<file path="config.mk">
export PLATFORM = sky130hd
export DESIGN_NAME = match_controller
export DESIGN_NICKNAME = d
export VERILOG_FILES = /design/src/rtl/match_controller.sv
export SDC_FILE = /design/constraint.sdc
export NUM_CORES = 1
export LEC_CHECK = 0
export ABC_CLOCK_PERIOD_IN_PS = 3000
export CAP_MARGIN = 0
export CORE_MARGIN = 3
export CORE_UTILIZATION = 35
export CTS_CLUSTER_SIZE = 16
export DETAILED_ROUTE_END_ITERATION = 8
export PLACE_DENSITY = 0.54
export RECOVER_POWER = 25
export SETUP_SLACK_MARGIN = 0.15
export SLEW_MARGIN = 20
export SYNTH_ARGS = -nofsm -noshare
export SYNTH_HDL_FRONTEND = slang
export SYNTH_SLANG_ARGS = --single-unit
</file>
<file path="constraint.sdc">
create_clock -name clk_60Hz -period 3 [get_ports clk_60Hz]
set_input_delay 0.6 -clock clk_60Hz [delete_from_list [all_inputs] [get_ports clk_60Hz]]
set_output_delay 0.6 -clock clk_60Hz [all_outputs]
set_load 0.005 [all_outputs]
</file>
<file path="src/rtl/match_controller.sv">
// One-round fight sequencer: idle, countdown, timed fight, round-over.
// Arbitrates hits between both players, drives their stunmodes, tracks health and the winner.
module match_controller #(
  parameter int PLAYER_WIDTH     = 64,
  parameter int I_REACH          = 32,
  parameter int D_REACH          = 48,
  parameter int MAX_HEALTH       = 5,
  parameter int COUNTDOWN_FRAMES = 180,
  parameter int ROUND_SECONDS    = 60,
  parameter int FRAMES_PER_SEC   = 60
) (
  input  logic       clk_60Hz,
  input  logic       reset,
  input  logic       frame_en,
  input  logic       start,
  input  logic [3:0] p1_state,
  input  logic [3:0] p2_state,
  input  logic [9:0] p1_pos_x,
  input  logic [9:0] p2_pos_x,
  output logic [1:0] p1_stunmode,
  output logic [1:0] p2_stunmode,
  output logic [2:0] p1_health,
  output logic [2:0] p2_health,
  output logic [6:0] round_timer,
  output logic [1:0] match_state,
  output logic       players_reset,
  output logic [1:0] winner
);

  typedef enum logic [1:0] {
    S_IDLE       = 2'd0,
    S_COUNTDOWN  = 2'd1,
    S_FIGHT      = 2'd2,
    S_ROUND_OVER = 2'd3
  } state_t;

  localparam int CNT_W = $clog2((COUNTDOWN_FRAMES > FRAMES_PER_SEC) ? COUNTDOWN_FRAMES : FRAMES_PER_SEC);

  localparam logic [3:0] ST_BACK     = 4'd2;
  localparam logic [3:0] ST_I_ACTIVE = 4'd4;
  localparam logic [3:0] ST_D_ACTIVE = 4'd7;

  localparam logic [1:0] SM_NONE  = 2'b00;
  localparam logic [1:0] SM_HIT   = 2'b01;
  localparam logic [1:0] SM_BLOCK = 2'b10;

  state_t           state_q, state_d;
  logic [CNT_W-1:0] cnt_q, cnt_d;
  logic [1:0]       p1_sm_q, p1_sm_d, p2_sm_q, p2_sm_d;
  logic [2:0]       p1_hp_q, p1_hp_d, p2_hp_q, p2_hp_d;
  logic [6:0]       timer_q, timer_d;
  logic             pr_q, pr_d;
  logic [1:0]       winner_q, winner_d;
  logic             p1_done_q, p1_done_d, p2_done_q, p2_done_d;

  logic [10:0] gap_raw, gap;
  logic        p1_hit, p2_hit;

  function automatic logic in_reach(input logic [3:0] st, input logic [10:0] g);
    return ((st == ST_I_ACTIVE) && (g <= 11'(I_REACH))) ||
           ((st == ST_D_ACTIVE) && (g <= 11'(D_REACH)));
  endfunction

  function automatic logic [2:0] apply_dmg(input logic [2:0] hp, input logic [3:0] st);
    logic [2:0] dmg;
    dmg = (st == ST_D_ACTIVE) ? 3'd2 : 3'd1;
    return (hp > dmg) ? hp - dmg : 3'd0;
  endfunction

  always_comb begin
    // Both players measure against the same gap because P1 is always on the left.
    gap_raw = {1'b0, p2_pos_x} - ({1'b0, p1_pos_x} + 11'(PLAYER_WIDTH));
    gap     = gap_raw[10] ? 11'd0 : gap_raw;
    p1_hit  = !p1_done_q && in_reach(p1_state, gap);
    p2_hit  = !p2_done_q && in_reach(p2_state, gap);

    state_d   = state_q;
    cnt_d     = cnt_q;
    p1_sm_d   = p1_sm_q;
    p2_sm_d   = p2_sm_q;
    p1_hp_d   = p1_hp_q;
    p2_hp_d   = p2_hp_q;
    timer_d   = timer_q;
    pr_d      = pr_q;
    winner_d  = winner_q;
    p1_done_d = p1_done_q;
    p2_done_d = p2_done_q;

    if (frame_en) begin
      case (state_q)
        S_IDLE, S_ROUND_OVER: begin
          if (start) begin
            state_d  = S_COUNTDOWN;
            cnt_d    = '0;
            p1_hp_d  = 3'(MAX_HEALTH);
            p2_hp_d  = 3'(MAX_HEALTH);
            timer_d  = 7'(ROUND_SECONDS);
            winner_d = 2'b00;
          end
        end
        S_COUNTDOWN: begin
          if (cnt_q == CNT_W'(COUNTDOWN_FRAMES - 1)) begin
            state_d = S_FIGHT;
            cnt_d   = '0;
            pr_d    = 1'b0;
          end else begin
            cnt_d = cnt_q + 1'b1;
          end
        end
        default: begin
          // End-of-round looks at the registered health/timer, one frame after they change.
          if ((p1_hp_q == 3'd0) || (p2_hp_q == 3'd0) || (timer_q == 7'd0)) begin
            state_d   = S_ROUND_OVER;
            pr_d      = 1'b1;
            p1_sm_d   = SM_NONE;
            p2_sm_d   = SM_NONE;
            p1_done_d = 1'b0;
            p2_done_d = 1'b0;
            cnt_d     = '0;
            if (p1_hp_q > p2_hp_q)      winner_d = 2'b01;
            else if (p2_hp_q > p1_hp_q) winner_d = 2'b10;
            else                        winner_d = 2'b11;
          end else begin
            p1_sm_d = SM_NONE;
            p2_sm_d = SM_NONE;
            if (p1_hit) begin
              p2_sm_d = (p2_state == ST_BACK) ? SM_BLOCK : SM_HIT;
              if (p2_state != ST_BACK) p2_hp_d = apply_dmg(p2_hp_q, p1_state);
            end
            if (p2_hit) begin
              p1_sm_d = (p1_state == ST_BACK) ? SM_BLOCK : SM_HIT;
              if (p1_state != ST_BACK) p1_hp_d = apply_dmg(p1_hp_q, p2_state);
            end
            p1_done_d = p1_hit || (p1_done_q && ((p1_state == ST_I_ACTIVE) || (p1_state == ST_D_ACTIVE)));
            p2_done_d = p2_hit || (p2_done_q && ((p2_state == ST_I_ACTIVE) || (p2_state == ST_D_ACTIVE)));
            if (cnt_q == CNT_W'(FRAMES_PER_SEC - 1)) begin
              cnt_d   = '0;
              timer_d = (timer_q != 7'd0) ? timer_q - 1'b1 : 7'd0;
            end else begin
              cnt_d = cnt_q + 1'b1;
            end
          end
        end
      endcase
    end
  end

  always_ff @(posedge clk_60Hz or negedge reset) begin
    if (!reset) begin
      state_q   <= S_IDLE;
      cnt_q     <= '0;
      p1_sm_q   <= SM_NONE;
      p2_sm_q   <= SM_NONE;
      p1_hp_q   <= 3'(MAX_HEALTH);
      p2_hp_q   <= 3'(MAX_HEALTH);
      timer_q   <= 7'(ROUND_SECONDS);
      pr_q      <= 1'b1;
      winner_q  <= 2'b00;
      p1_done_q <= 1'b0;
      p2_done_q <= 1'b0;
    end else begin
      state_q   <= state_d;
      cnt_q     <= cnt_d;
      p1_sm_q   <= p1_sm_d;
      p2_sm_q   <= p2_sm_d;
      p1_hp_q   <= p1_hp_d;
      p2_hp_q   <= p2_hp_d;
      timer_q   <= timer_d;
      pr_q      <= pr_d;
      winner_q  <= winner_d;
      p1_done_q <= p1_done_d;
      p2_done_q <= p2_done_d;
    end
  end

  assign match_state   = state_q;
  assign p1_stunmode   = p1_sm_q;
  assign p2_stunmode   = p2_sm_q;
  assign p1_health     = p1_hp_q;
  assign p2_health     = p2_hp_q;
  assign round_timer   = timer_q;
  assign players_reset = pr_q;
  assign winner        = winner_q;

endmodule

</file>
==> results.txt <==
----------------------------------------------------
[Status]
  Outcome ... finished, violations left
  Violations in the final reports ... max-capacitance violations, max-slew violations, negative setup slack

[Critical path]
  Worst Setup End Kind ... flip-flop
  Most frequent cell on the critical path ... sky130_fd_sc_hd__ha_4
  Startpoint-to-endpoint class of the critical path ... in2reg
  WP data required ... 3.21 ns
  List of cells traversed by the critical path ... buf_6, inv_4, ha_4, ha_4, fa_2, a211oi_4, o21ai_2, a311oi_2, o211ai_2, o311ai_4, buf_4, a22o_4, a31oi_1, a221o_1
  Cell type of the slowest stage on the worst timing path ... sky130_fd_sc_hd__fa_2
  CP Max Fanout ... 4
  Startpoint of the most critical setup path ... p1_pos_x[1]
  Signal arrival time at the worst endpoint ... 3.29 ns
  R2R Path Start ... round_timer[0]
  Setup crit start kind ... input pin
  Longest individual stage delay on the worst path ... 0.39 ns

[Placement]
  Dpl ws ... -0.800 ns
  Count of placed standard cells including taps ... 486
  Count of buffers from port buffering ... 53
  Final weighted congestion in routability-driven placement ... 0.780
  DP HPWL ... 5060 µm

[Yosys]
  Number of synthesis warnings ... 0
  Avg Synthesized Cell Area ... 8.52 µm²
  Main flop type after synthesis ... sky130_fd_sc_hd__dfrtp_1
  Post-Synthesis Cells ... 324
  Async S/R FF share, synth ... 1.00
  Area of the mapped netlist ... 0.00276 mm²
  Number of distinct standard cells referenced by the synthesized netlist ... 54
  Synthesized flop and latch total ... 32
  Syn_nets ... 391
  Number of enable-type register cells in the synthesized netlist ... 0
  Sequential cell area fraction in the yosys report ... 0.294

[Layout]
  Share of post-route cells with drive strength above 1 ... 0.273
  Number of nets in the final layout ... 472
  # diodes ... 0
  Number of standard cells in the final layout excluding fillers ... 505
  Most frequent standard cell in the layout excluding fill and tap cells ... sky130_fd_sc_hd__clkdlybuf4s50_1
  Top library cells by usage in the layout, fill and taps aside ... 35 x sky130_fd_sc_hd__clkdlybuf4s50_1, 28 x sky130_fd_sc_hd__o21ai_0, 26 x sky130_fd_sc_hd__nor2_1
  Share of the core filled with cells ... 0.541
  Signed area change from the synthesized netlist to the final layout ... 46.0%
  Number of fillers in the final layout ... 702

[Timing]
  Final Critical Period ... 3.07 ns
  Least setup slack across all paths after layout ... -0.0747 ns
  Final slew viol count ... 33
  Tightest Pin Transition ... 1.85 ns
  Final hold violations ... 0
  Headroom to the max-slew limit ... -0.235
  Final critical-path share of the clock period ... 1.02
  Largest clock skew in the final design ... 0.00852 ns
  Maximum frequency from static timing analysis ... 0.325 GHz
  Setup violations, final ... 8
  Setup repair after global routing missed its margin ... yes

[Clock network]
  TritonCTS clock tree ... built
  Total CTS buffers ... 5
  Clk root buf ... sky130_fd_sc_hd__clkbuf_8
  Maximum buffer depth of the clock tree ... 2
  Maximum level of the CTS H-tree ... 2
  Clock-pin transition on the worst setup and hold timing paths ... 0.07 ns
  Total clock sinks ... 32
  Worst skew pair latency ... 0.28 ns

[GRT]
  Combined global-route utilization of all metal layers ... 0.167
  Initial antenna violation count ... 0
  Largest net degree at the start of global routing ... 33
  Remaining global-route overflow ... 0
  Vias in the first global route ... 2596
  Wire length of the first global-routing pass ... 12100 µm

[Power and ir drop]
  Standby leakage power ... 0.00172 µW
  Pwr/cell area ... 658 mW/mm²
  Post-route total power ... 2650 µW
  Worst IR drop on VDD ... 314 µV

[Routing]
  Detailed-route wire length ... 7050 µm
  Violation count after the first detailed-route iteration ... 96
  Post-DR wirelength/cell ... 14.0 µm
  Remaining number of nets flagged by the antenna check after routing ... 0
  Remaining design rule violation count ... 0
  Per-cell via count in the routed design ... 5.19
  Total via count after detailed routing ... 2623
  Iteration count of the initial detailed-routing pass ... 4

[Floorplanning]
  Horizontal die dimension ... 94.8 µm
  Row count ... 31
  Initial cell density of the core ... 0.370
  Area of the die ... 0.00898 mm²
  Die boundary height ... 94.8 µm
  I/O Pins ... 54
  Core Region ... 0.00745 mm²

[Worst hold path]
  Worst min-delay path category ... reg2reg
  Min-Delay Startpoint ... p2_stunmode[1]

[Flow run]
  Max Cap Violations ... 1

----------------------------------------------------
-- routing by layer --
metal,up-vias,GRT usage,wire [µm]
li1,1330,-,-
met1,1246,0.245,3680
met4,0,0.0288,27
met5,-,0,0
met3,5,0.0295,204
met2,42,0.259,3140
-- cell usage after synthesis (5+ instances only) --
master | instances | share of area
sky130_fd_sc_hd__inv_1 | 37 | 0.050
sky130_fd_sc_hd__nor4_1 | 5 | 0.011
sky130_fd_sc_hd__nor2b_1 | 8 | 0.018
sky130_fd_sc_hd__nor2_1 | 27 | 0.037
sky130_fd_sc_hd__o21ai_0 | 30 | 0.054
sky130_fd_sc_hd__nor3_1 | 7 | 0.013
sky130_fd_sc_hd__nand2_1 | 19 | 0.026
sky130_fd_sc_hd__nand3_1 | 9 | 0.016
sky130_fd_sc_hd__dfstp_2 | 9 | 0.086
sky130_fd_sc_hd__a21o_1 | 5 | 0.014
sky130_fd_sc_hd__o31ai_1 | 5 | 0.014
sky130_fd_sc_hd__a21oi_1 | 22 | 0.040
sky130_fd_sc_hd__nand2b_1 | 11 | 0.025
sky130_fd_sc_hd__dfrtp_1 | 23 | 0.21
sky130_fd_sc_hd__clkbuf_1 | 5 | 0.0068
sky130_fd_sc_hd__ha_1 | 32 | 0.15
-- report_power, final --
part           switching [µW]  leakage, µW  total (µW)  internal (µW)
Sequential                141     0.000397         728            586
Clock                     165    0.0000422         327            163
Combinational             817      0.00128        1600            780
Total                    1120      0.00172        2650           1530
-- kinds of logic (layout without fill, tap and decap cells) --
| family | after synthesis | count (layout) | share of synthesized area |
|---|---|---|---|
| AOI/OAI and AO/OA | 101 | 101 | 0.261 |
| buffers and inverters | 45 | 127 | 0.0626 |
| adders and majority gates | 35 | 35 | 0.167 |
| DFF | 32 | 32 | 0.294 |
| and+or+nand+nor | 107 | 107 | 0.203 |
| xor gates and xnor gates | 4 | 4 | 0.0127 |
-- final cells by class --
type | count | area, µm² | area share
Multi-Input combinational cell | 247 | 2130 | 0.529
Sequential cell | 32 | 812 | 0.202
Timing Repair Buffer | 82 | 737 | 0.183
Inverter | 37 | 141 | 0.0351
Tap cell | 99 | 124 | 0.0308
Clock buffer | 7 | 76.3 | 0.0189
Clock inverter | 1 | 5.00 | 0.00124
-- worst paths after layout --
check	slack, ns	cells past startpoint	endpoint
max in group asynchronous	0.57	2	p1_done_q
min	0.50	2	p2_stunmode[1]
max	-0.07	14	p1_health[2]
min reg2reg	0.50	2	p2_stunmode[1]
max reg2reg	0.49	11	round_timer[0]
min in group asynchronous	1.35	2	p2_health[1]
-- stage by stage --
stage               hold slack [ns]  setup TNS [ns]  area, µm²
detailed placement            0.471           -7.95       3560
global placement              0.479           -7.36       3560
global route                  0.539           -1.34       4030
finish                        0.500          -0.324       4030
CTS                           0.501          -0.517       3960
floorplan                     0.304         -0.0499       2810
-- worst max-delay path: cells and delay by family --
kind | cells | cell delay, ns
buffers and inverters | 3 | 0.32
AOI/OAI and AO/OA | 8 | 1.63
adders and majority gates | 3 | 0.75
-- state kept, by name (all words and copies together) (netlist names) --
register	flops
p2_health	3
match_state	2
p1_health	3
round_timer	7
p1_stunmode	2
winner	2
p2_done_q	1
p2_stunmode	2
p1_done_q	1
players_reset	1
cnt_q	8
-- repair_timing --
action / 4_1_cts / 5_1_grt
hold buffers: 0 / 0
pin swaps: 35 / 16
gates resized for setup: 77 / 14
buffers inserted: 10 / 1
setup endpoints to repair: 12 / 12
No activity file was read; power rests on OpenSTA's default activity.
